`config.mk`:
```
export PLATFORM = sky130hd
export DESIGN_NAME = snitch_l0_tlb
export DESIGN_NICKNAME = d
export VERILOG_FILES = /design/src/rtl/snitch_l0_tlb.sv
export SDC_FILE = /design/constraint.sdc
export NUM_CORES = 1
export LEC_CHECK = 0
export CORE_ASPECT_RATIO = 1.1
export CORE_MARGIN = 2
export CORE_UTILIZATION = 55
export DETAILED_ROUTE_END_ITERATION = 10
export GPL_TIMING_DRIVEN = 0
export PLACE_DENSITY = 0.84
export SLEW_MARGIN = 20
export SYNTH_ARGS = -nofsm -noshare
export SYNTH_HDL_FRONTEND = slang
export SYNTH_SLANG_ARGS = --single-unit
```
`constraint.sdc`:
```
create_clock -name clk_i -period 13.79 [get_ports clk_i]
set_clock_uncertainty 0.05 [all_clocks]
set_input_delay 4.137 -clock clk_i [delete_from_list [all_inputs] [get_ports clk_i]]
set_output_delay 4.137 -clock clk_i [all_outputs]
set_load 0.1 [all_outputs]
```
`src/rtl/snitch_l0_tlb.sv`:
```
// Fully-associative L0 TLB in front of the Sv32 page table walker.
// One translation in flight; misses walk via the PTW and fill a victim entry.
module snitch_l0_tlb #(
  parameter int unsigned AddrWidth  = 34,
  parameter int unsigned PageShift  = 12,
  parameter int unsigned VpnSize    = 10,
  parameter int unsigned NumEntries = 4,
  parameter int unsigned PPNSize    = AddrWidth - PageShift
) (
  input  logic               clk_i,
  input  logic               rst_i,
  input  logic               flush_i,
  input  logic               req_valid_i,
  output logic               req_ready_o,
  input  logic [31:0]        req_va_i,
  input  logic               req_write_i,
  output logic               rsp_valid_o,
  input  logic               rsp_ready_i,
  output logic [PPNSize-1:0] rsp_ppn_o,
  output logic [5:0]         rsp_flags_o,
  output logic               rsp_fault_o,
  output logic               ptw_valid_o,
  input  logic               ptw_ready_i,
  output logic [31:0]        ptw_va_o,
  input  logic [PPNSize-1:0] ptw_pa_i,
  input  logic [5:0]         ptw_flags_i,
  input  logic               ptw_is_4mega_i
);

  localparam int unsigned PtrW = (NumEntries > 1) ? $clog2(NumEntries) : 1;

  localparam logic [1:0] StIdle    = 2'd0;
  localparam logic [1:0] StLookup  = 2'd1;
  localparam logic [1:0] StRefill  = 2'd2;
  localparam logic [1:0] StRespond = 2'd3;

  logic [1:0]         state_q, state_d;
  logic [31:0]        va_q;
  logic               write_q;
  logic [PPNSize-1:0] rsp_ppn_q, rsp_ppn_d;
  logic [5:0]         rsp_flags_q, rsp_flags_d;
  logic               rsp_fault_q, rsp_fault_d;
  logic               req_accept, rsp_load, fill_en;

  logic [NumEntries-1:0] valid_q;
  logic [NumEntries-1:0] e_mega_q;
  logic [VpnSize-1:0]    e_vpn1_q  [NumEntries];
  logic [VpnSize-1:0]    e_vpn0_q  [NumEntries];
  logic [PPNSize-1:0]    e_ppn_q   [NumEntries];
  logic [5:0]            e_flags_q [NumEntries];
  logic [PtrW-1:0]       rr_q;

  logic [VpnSize-1:0]    va_vpn1, va_vpn0;
  logic [NumEntries-1:0] hit;
  logic                  hit_any, hit_mega;
  logic [PPNSize-1:0]    hit_ppn;
  logic [5:0]            hit_flags;
  logic [PtrW-1:0]       victim;
  logic                  inv_found;

  assign va_vpn1 = va_q[31 -: VpnSize];
  assign va_vpn0 = va_q[PageShift +: VpnSize];

  // Superpages take the low PPN bits straight from the VA.
  function automatic logic [PPNSize-1:0] compose_ppn(input logic [PPNSize-1:0] ppn,
                                                     input logic mega,
                                                     input logic [VpnSize-1:0] vpn0);
    return mega ? {ppn[PPNSize-1:VpnSize], vpn0} : ppn;
  endfunction

  function automatic logic calc_fault(input logic [5:0] flags, input logic write);
    return !flags[4] || (write && !flags[1]) || (!write && !flags[0]);
  endfunction

  always_comb begin
    hit       = '0;
    hit_ppn   = '0;
    hit_flags = '0;
    hit_mega  = 1'b0;
    for (int unsigned i = 0; i < NumEntries; i++) begin
      hit[i] = valid_q[i] && (e_vpn1_q[i] == va_vpn1) &&
               (e_mega_q[i] || (e_vpn0_q[i] == va_vpn0));
      if (hit[i]) begin
        hit_ppn   = e_ppn_q[i];
        hit_flags = e_flags_q[i];
        hit_mega  = e_mega_q[i];
      end
    end
    hit_any = (|hit) && !flush_i;
  end

  // Lowest-index invalid entry wins; otherwise fall back to round-robin.
  always_comb begin
    victim    = rr_q;
    inv_found = 1'b0;
    for (int i = NumEntries - 1; i >= 0; i--) begin
      if (!valid_q[i]) begin
        victim    = PtrW'(i);
        inv_found = 1'b1;
      end
    end
  end

  always_comb begin
    state_d     = state_q;
    req_accept  = 1'b0;
    rsp_load    = 1'b0;
    fill_en     = 1'b0;
    rsp_ppn_d   = rsp_ppn_q;
    rsp_flags_d = rsp_flags_q;
    rsp_fault_d = rsp_fault_q;
    case (state_q)
      StIdle: begin
        if (req_valid_i) begin
          req_accept = 1'b1;
          state_d    = StLookup;
        end
      end
      StLookup: begin
        if (hit_any) begin
          rsp_load    = 1'b1;
          rsp_ppn_d   = compose_ppn(hit_ppn, hit_mega, va_vpn0);
          rsp_flags_d = hit_flags;
          rsp_fault_d = calc_fault(hit_flags, write_q);
          state_d     = StRespond;
        end else begin
          state_d = StRefill;
        end
      end
      StRefill: begin
        if (ptw_ready_i) begin
          rsp_load    = 1'b1;
          rsp_ppn_d   = compose_ppn(ptw_pa_i, ptw_is_4mega_i, va_vpn0);
          rsp_flags_d = ptw_flags_i;
          rsp_fault_d = calc_fault(ptw_flags_i, write_q);
          fill_en     = ptw_flags_i[4] && !flush_i;
          state_d     = StRespond;
        end
      end
      StRespond: begin
        if (rsp_ready_i) state_d = StIdle;
      end
      default: state_d = StIdle;
    endcase
  end

  always_ff @(posedge clk_i) begin
    if (rst_i) begin
      state_q     <= StIdle;
      va_q        <= '0;
      write_q     <= 1'b0;
      rsp_ppn_q   <= '0;
      rsp_flags_q <= '0;
      rsp_fault_q <= 1'b0;
      valid_q     <= '0;
      rr_q        <= '0;
    end else begin
      state_q <= state_d;
      if (req_accept) begin
        va_q    <= req_va_i;
        write_q <= req_write_i;
      end
      if (rsp_load) begin
        rsp_ppn_q   <= rsp_ppn_d;
        rsp_flags_q <= rsp_flags_d;
        rsp_fault_q <= rsp_fault_d;
      end
      if (flush_i) begin
        valid_q <= '0;
      end else if (fill_en) begin
        valid_q[victim] <= 1'b1;
      end
      if (fill_en && !inv_found) begin
        rr_q <= (rr_q == PtrW'(NumEntries - 1)) ? '0 : rr_q + 1'b1;
      end
    end
  end

  // Entry payload needs no reset; valid_q guards it.
  always_ff @(posedge clk_i) begin
    if (fill_en) begin
      e_vpn1_q[victim]  <= va_vpn1;
      e_vpn0_q[victim]  <= va_vpn0;
      e_mega_q[victim]  <= ptw_is_4mega_i;
      e_ppn_q[victim]   <= ptw_pa_i;
      e_flags_q[victim] <= ptw_flags_i;
    end
  end

  assign req_ready_o = !rst_i && (state_q == StIdle);
  assign rsp_valid_o = !rst_i && (state_q == StRespond);
  assign ptw_valid_o = !rst_i && (state_q == StRefill);
  assign ptw_va_o    = rst_i ? '0 : va_q;
  assign rsp_ppn_o   = rst_i ? '0 : rsp_ppn_q;
  assign rsp_flags_o = rst_i ? '0 : rsp_flags_q;
  assign rsp_fault_o = rst_i ? 1'b0 : rsp_fault_q;

  ptw_stable_a: assert property (@(posedge clk_i) disable iff (rst_i)
    ptw_valid_o && !ptw_ready_i |=> ptw_valid_o && $stable(ptw_va_o));

  rsp_stable_a: assert property (@(posedge clk_i) disable iff (rst_i)
    rsp_valid_o && !rsp_ready_i |=> rsp_valid_o && $stable(rsp_ppn_o) &&
                                    $stable(rsp_flags_o) && $stable(rsp_fault_o));

  hit_onehot_a: assert property (@(posedge clk_i) disable iff (rst_i) $onehot0(hit));

endmodule

```
---- Word-level counts from Yosys, hierarchy flattened ----
Memories as Yosys holds them, arrays and structs flattened.
Cells that the tools add are included.
word-level totals
  register bits after elaboration ......... 74
  RAM bits ................................ 192
  bits of input ports ..................... 68
  output and inout port bits .............. 64
  word-level logic and storage cells ...... 129
  memories ................................ 4
memory list
  name       words  width  rd ports  clocked after Yosys merged registers in  wr ports  RTL line  text
  e_ppn_q    4      22     4         0                                        1         49        logic [PPNSize-1:0] e_ppn_q [NumEntries];
  e_vpn0_q   4      10     4         0                                        1         48        logic [VpnSize-1:0] e_vpn0_q [NumEntries];
  e_vpn1_q   4      10     4         0                                        1         47        logic [VpnSize-1:0] e_vpn1_q [NumEntries];
  e_flags_q  4      6      4         0                                        1         50        logic [5:0] e_flags_q [NumEntries];
operators by class
  $add $sub $neg .......................... 1
  order comparisons ....................... 2
  equal/unequal tests ..................... 16
  muxes and demuxes ....................... 53
  bitwise operators ....................... 1
  reductions and logical operators ........ 43
operators with widths
  operator                                                              count
  22-bit two-way mux                                                    7
  10-bit equality test                                                  8
  22-bit one-hot mux with 2 select lines                                1
  6-bit two-way mux                                                     7
  32-bit two-way mux                                                    1
  1-bit two-way mux                                                     21
  10-bit two-way mux                                                    2
  1-bit logical AND                                                     19
  2-bit two-way mux                                                     8
  6-bit one-hot mux with 2 select lines                                 1
  1-bit zero test                                                       10
  1-bit logical OR                                                      8
  2-bit inequality test, second input constant                          4
  2-bit one-hot mux with 4 select lines                                 1
  2-bit equality test, second input constant                            3
  4-bit bitwise mux                                                     1
  4-bit OR                                                              1
  1-bit one-hot mux with 2 select lines                                 2
  4-bit AND reduction                                                   1
  4-bit OR reduction                                                    1
  2-bit by 3-bit < comparator with 1-bit output, second input constant  1
  3-bit AND reduction                                                   1
  2-bit by 1-bit adder with 2-bit output, second input constant         1
  1-bit demux with 2-bit select                                         1
  other kinds (5)                                                       5

---- Depth between registers and ports, before layout ----
An unclocked memory read counts as a cell.
  word-level depth ........................ 14
  depth in mapped cells ................... 12
  depth with buffers taken out ............ 8

---- Least setup slack after synthesis ----
Ideal clock, no wire load.
  path kind ............................... input -> output
  start point ............................. input port rst_i
  end point ............................... output port rsp_flags_o[3]
  data arrival time ....................... 5.882 ns
  required time ........................... 9.603 ns
  slack ................................... 3.721 ns
  cell stages on the path ................. 3
  buffers on the path ..................... 2
  path through ............................ clkbuf_1 -> buf_1 -> nor2b_1
on the way
  cells in the longest elaborated chain, start to end .. 1
ends and longest elaborated chain
  element             RTL line  text
  start: declaration  11        input logic rst_i,
  6-bit two-way mux   195       assign rsp_flags_o = rst_i ? '0 : rsp_flags_q;
  end: declaration    20        output logic [5:0] rsp_flags_o,
Every way passes these cells.

---- Worst setup path in the final report ----
  start point ............................. input port rst_i
  end point ............................... output port ptw_va_o[26]
on the way
  cells in the longest elaborated chain, start to end .. 1
ends and longest elaborated chain
  element             RTL line  text
  32-bit two-way mux  193       assign ptw_va_o = rst_i ? '0 : va_q;
  end: declaration    24        output logic [31:0] ptw_va_o,
Every way passes these cells.

==> impl_metrics.env <==
export IMPL_status="finished, final reports clean"
export IMPL_path_delay_family="buffers and inverters"
export IMPL_syn_nets=1040
export IMPL_std_cell_rows=55
export IMPL_ctsHoldBuffers=0
export IMPL_min_path_type="reg -> reg"
export IMPL_startpoint_type="input pin"
export IMPL_cap_violations=0
export IMPL_worst_setup_path_end_kind="output pin"
export IMPL_cellLeakagePower_nw=4.86
export IMPL_coreArea_um2=20600
export IMPL_wire_per_inst_um=20.7
export IMPL_ff2ff_path_depth=10
export IMPL_ys_warn_count=0
export IMPL_cts_max_path_buffers=3
export IMPL_via_per_inst=5.87
export IMPL_antenna_found_initial=0
export IMPL_slowest_stage="clkdlybuf4s50_1"
export IMPL_drv_slew=0
export IMPL_grt_pass1_vias=8375
export IMPL_grt_first_pass_wirelength_um=44900
export IMPL_rsz0062_at_grt="false"
export IMPL_initial_core_util_pct=56.1
export IMPL_path_class="in -> out"
export IMPL_wl_um=29200
export IMPL_worst_pin_slew_ns=1.02
export IMPL_critPathBufInv=4
export IMPL_power_total_mw=2.03
export IMPL_grt_util_all_layers_pct=26.3
export IMPL_utilization_pct=69.3
export IMPL_timing_final_crit_share_pct=82.0
export IMPL_dp_hpwl_um=19800
export IMPL_port_buffers=131
export IMPL_insertion_delay_ns=0.53
export IMPL_postRouteAntennaNets=0
export IMPL_synth_edf_count=196
export IMPL_slowest_delay_ns=1.01
export IMPL_slew_headroom_pct=32.0
export IMPL_ir_drop_mv=0.127
export IMPL_tns_ns=0
export IMPL_power_density_cell_area_nw_per_um2=142
export IMPL_die_area_um2=22200
export IMPL_setup_viol=0
export IMPL_drc_errors=0
export IMPL_synth_area_um2=11600
export IMPL_hold_viol_final=0
export IMPL_n_antenna_cell=0
export IMPL_grt_max_degree=25
export IMPL_cts_resized=0
export IMPL_first_iter_violations=829
export IMPL_drive_gt1_share_pct=9.19
export IMPL_synth_main_ff_cell="edfxtp_1"
export IMPL_yosysSeqAreaShare_pct=62.9
export IMPL_numCtsBuffers=27
export IMPL_synthDistinctLibCells=64
export IMPL_area_growth_pct=23.5
export IMPL_gp_congestion=0.841
export IMPL_first_pass_iters=6
export IMPL_worst_path_stages=5
export IMPL_grt_ovfl_total=0
export IMPL_num_vias=8278
export IMPL_post_cts_buffers=0
export IMPL_num_io_pins=132
export IMPL_cts_tree="built"
export IMPL_fp_dieH_um=156
export IMPL_die_w_um=142
export IMPL_worst_ep_required_time_ns=9.60
export IMPL_cts_root_buf="clkbuf_16"
export IMPL_fin_area_um2=14300
export IMPL_fin_worst_hold_slack_ns=0.396
export IMPL_cp_data_arrival_time_ns=7.13
export IMPL_dpl_cell_area_um2=13400
export IMPL_numClockSinks=266
export IMPL_ys_async_sr_fraction_pct=0
export IMPL_path_max_fanout=10
export IMPL_hold_path_depth=2
export IMPL_fmax_ghz=0.0884
export IMPL_synth_cells=966
export IMPL_period_needed_ns=11.31
export IMPL_cts_clk_slew_worst_paths_ns=0.06
export IMPL_ys_ff_latch=266
export IMPL_htreeDepth=1
export IMPL_syn_avg_cell_area_um2=12.0
export IMPL_nets=1208
export IMPL_crit_chain="clkdlybuf4s50_1 -> clkbuf_1 -> clkbuf_1 -> nor2b_1 -> clkdlybuf4s50_1"
## path summary, 6_finish.rpt
kind	from	endpoint	slack, ns
max	rst_i	ptw_va_o[26]	2.48
min	rsp_ppn_q[17]$_SDFFE_PP0P_	rsp_ppn_q[17]$_SDFFE_PP0P_	0.40
max reg2reg	va_q[31]$_SDFFE_PP0P_	rsp_ppn_q[2]$_SDFFE_PP0P_	10.36
min reg2reg	rsp_ppn_q[17]$_SDFFE_PP0P_	rsp_ppn_q[17]$_SDFFE_PP0P_	0.40
## sequential cells by signal, indices dropped and copies added, names as in the netlist
signal	count
write_q	1
rsp_fault_q	1
e_vpn1_q	40
state_q	2
rsp_ppn_q	22
va_q	32
valid_q	4
rr_q	2
rsp_flags_q	6
e_vpn0_q	40
e_mega_q	4
e_flags_q	24
e_ppn_q	88
## cells in the mapped netlist, types with 4 or more instances
cell type  instances  area [um^2]
edfxtp_1         196         5890
nand2_1          132          495
dfxtp_1           70         1400
a21oi_1           65          325
nor2b_1           65          407
xnor2_1           52          455
nor2_1            48          180
clkbuf_1          31          116
xor2_1            28          245
nand3_1           23          115
and3_1            22          138
nand2b_1          17          106
o31ai_1           16          120
a211o_1           15          131
buf_2             12         60.1
nor3_1            12         60.1
nand4_1           11         68.8
o211ai_1          11         82.6
inv_1             10         37.5
o21a_1            10         75.1
buf_4              9         67.6
o21ai_0            9         45.0
buf_6              8         90.1
a21oi_2            6         52.6
and2_1             6         37.5
buf_1              6         22.5
ha_1               6         75.1
o21ai_1            6         30.0
a2111oi_2          5         75.1
nor4_1             5         31.3
a2111oi_0          4         35.0
a211oi_1           4         30.0
mux2i_1            4         40.0
or3_1              4         25.0
## metrics by stage
| stage | setup slack, ns | instances |
|---|---|---|
| 6_report | 2.48 | 1410 |
| 4_1_cts | 2.53 | 1410 |
| 2_1_floorplan | 3.72 | 966 |
| 3_5_place_dp | 2.54 | 1361 |
| 3_3_place_gp | 2.55 | 1353 |
| 5_1_grt | 2.38 | 1410 |
## per-layer routing
| layer | global-route usage, % | up-vias | wire length, um | part of all wire [%] |
|---|---|---|---|---|
| li1 | - | 3813 | - | - |
| met1 | 33.7 | 3933 | 11300 | 39 |
| met2 | 44.5 | 442 | 14400 | 49 |
| met3 | 4.63 | 90 | 2500 | 8.6 |
| met4 | 10.7 | 0 | 1010 | 3.5 |
| met5 | 0 | - | 0 | 0 |
## cell type report
cell class                 instances  area, um^2
buffer                            68         382
clock buffer                      31         701
clock inverter                    18         163
fill                            1426        6340
inverter                          10        37.5
multi-input combinational        622        3900
sequential                       266        7290
tap                              256         320
timing repair buffer             139        1510
## cell usage in the layout (no fill, tap or decap), types with 10 or more instances in the layout
cell type and instances:
nand4_1 11, xnor2_1 52, and3_1 22, inv_1 10, dfxtp_1 70, nand2_1 132, xor2_1 28, o21a_1 10
a21oi_1 65, clkbuf_1 34, edfxtp_1 196, clkbuf_16 27, a211o_1 15, buf_2 12, o31ai_1 16, nor2_1 44
o211ai_1 11, nor2b_1 65, nor3_1 12, clkdlybuf4s50_1 131, nand2b_1 17, nand3_1 23
## worst min-delay path, cell delays in order, from the launching register on
cell	delay, ns
dfxtp_1	0.30
nand2_1	0.05
a21oi_1	0.05
## cells by family (layout without fill, tap and decap cells)
| family | after synthesis | in the layout | share of synthesized area [%] |
|---|---|---|---|
| AOI/OAI and AO/OA | 180 | 180 | 11.3 |
| xor gates and xnor gates | 80 | 80 | 6.05 |
| adders and majority gates | 6 | 6 | 0.648 |
| buffers and inverters | 78 | 266 | 3.62 |
| DFF | 266 | 266 | 62.9 |
| muxes | 5 | 5 | 0.443 |
| and+or+nand+nor | 351 | 351 | 15.0 |
## power breakdown
part / switching, mW / internal (mW) / total, mW
logic: 0.271 / 0.129 / 0.399
registers: 0.0202 / 0.891 / 0.911
clock network: 0.297 / 0.419 / 0.716
Note: power is estimated with default switching activity, not from simulation.
==> RTL change: new RTL, same settings <==
Reset style: asynchronous (`rst_i`), changed in one clocked block.
--- a/src/rtl/snitch_l0_tlb.sv
+++ b/src/rtl/snitch_l0_tlb.sv
@@ -145,5 +145,5 @@
   end
 
-  always_ff @(posedge clk_i) begin
+  always_ff @(posedge clk_i or posedge rst_i) begin
     if (rst_i) begin
       state_q     <= StIdle;
Function: same outputs for any inputs over 4 cycles, from zero or initial values and one cycle with rst_i high; that may be too few to reach the edited logic, so the function may still have changed.
==> RTL change against the original RTL <==
Wire length is 1.3% lower. Worst setup slack better by 640 ps. Global-route usage is 0.65 points lower. Sequential cell count stayed put. Worst hold slack better by 25 ps. Critical path type unchanged. Via count is 2.7% lower. Cell area is 3.6% higher. Core utilization hardly changed. Maximum frequency is 5.9% higher. Area after synthesis is 3.5% higher.
Power is not compared: it rests on default switching activity, and its combinational part moved more than twofold at a synthesized area within 25%.
==> RTL change: results (changes against the original RTL) <==
Run status
  • Status: completed (unchanged)

Drt
  • Drt total wl: 28,810 um (was 29,200 um)
  • Initial DRC Count: 722 (was 829)

Synthesis
  • Post-synthesis xor/xnor area fraction: 0.05970 (was 0.06051)
  • Synthesized Nets: 958 (was 1,040)
  • Mux cell area share after synthesis: 0.04571 (was 0.004431)
  • Asr flop ratio synth: 0.2632 (was 0)
  • Synth top area cells: edfxtp_1, dfrtp_1, xnor2_1 (was edfxtp_1, dfxtp_1, nand2_1)
  • Synth Instances: 884 (was 966)
  • Commonest cells in the netlist: edfxtp_1, dfrtp_1, nand2_1, xnor2_1, nor2b_1 (was edfxtp_1, nand2_1, dfxtp_1)
  • Yosys cell types: 60 (was 64)
  • Post-synthesis sequential area ratio: 0.6370 (was 0.6293)

STA
  • Post-layout minimum cycle time: 10,680 ps (was 11,310 ps)

Setup path
  • Arrival @ worst endpoint: 6490 ps (was 7130 ps)
  • Crit path to: ptw_va_o[30] (was ptw_va_o[26])
  • Reg2Reg Launch Point: state_q[0]$_DFFE_PP0P_ (was va_q[31]$_SDFFE_PP0P_)
  • Terminus of the critical flop-to-flop path: e_ppn_q[1][2]$_DFFE_PP_ (was rsp_ppn_q[2]$_SDFFE_PP0P_)
  • Flop2flop setup slack: 10,200 ps (was 10,360 ps)

GRT
  • Vias in the first global route: 8,480 (was 8,375)

Finish
  • Fin cells: 1,362 (was 1,410)
  • # nets final: 1,125 (was 1,208)

Place
  • Dpl hpwl: 19,590 um (was 19,770 um)
  • Placed Area: 13,920 um2 (was 13,440 um2)
  • Placed insts: 1,313 (was 1,361)
  • Gpl congestion: 0.8564 (was 0.8413)

Min path
  • Min-Delay Startpoint: rsp_ppn_q[13]$_DFFE_PP0P_ (was rsp_ppn_q[17]$_SDFFE_PP0P_)

Clock tree
  • TritonCTS buffer count: 26 (was 27)
## RTL change: layout make-up
cell class / instances / area, um2 / area share
buffer: 61 / 330.3 / 0.02230
sequential: 266 / 7637 / 0.5156
clock buffer: 41 / 798.3 / 0.05389
timing repair buffer: 139 / 1534 / 0.1036
clock inverter: 7 / 88.84 / 0.005998
tap: 290 / 362.8 / 0.02450
multi-input combinational: 537 / 3980 / 0.2687
antenna: 1 / 2.502 / 0.0001689
inverter: 20 / 77.57 / 0.005237
## RTL change: per-layer routing
layer / vias up / wire (um) / global-route usage
li1: 3590 / - / -
met1: 3935 / 10990 / 0.3327
met2: 440 / 14210 / 0.4224
met3: 86 / 2468 / 0.04433
met4: 0 / 1138 / 0.1130
met5: - / 0 / 0
## RTL change: worst max-delay path, cell delays in order
cell	delay, ps
clkbuf_1	610
clkbuf_1	570
nor2b_1	160
clkdlybuf4s50_1	1010
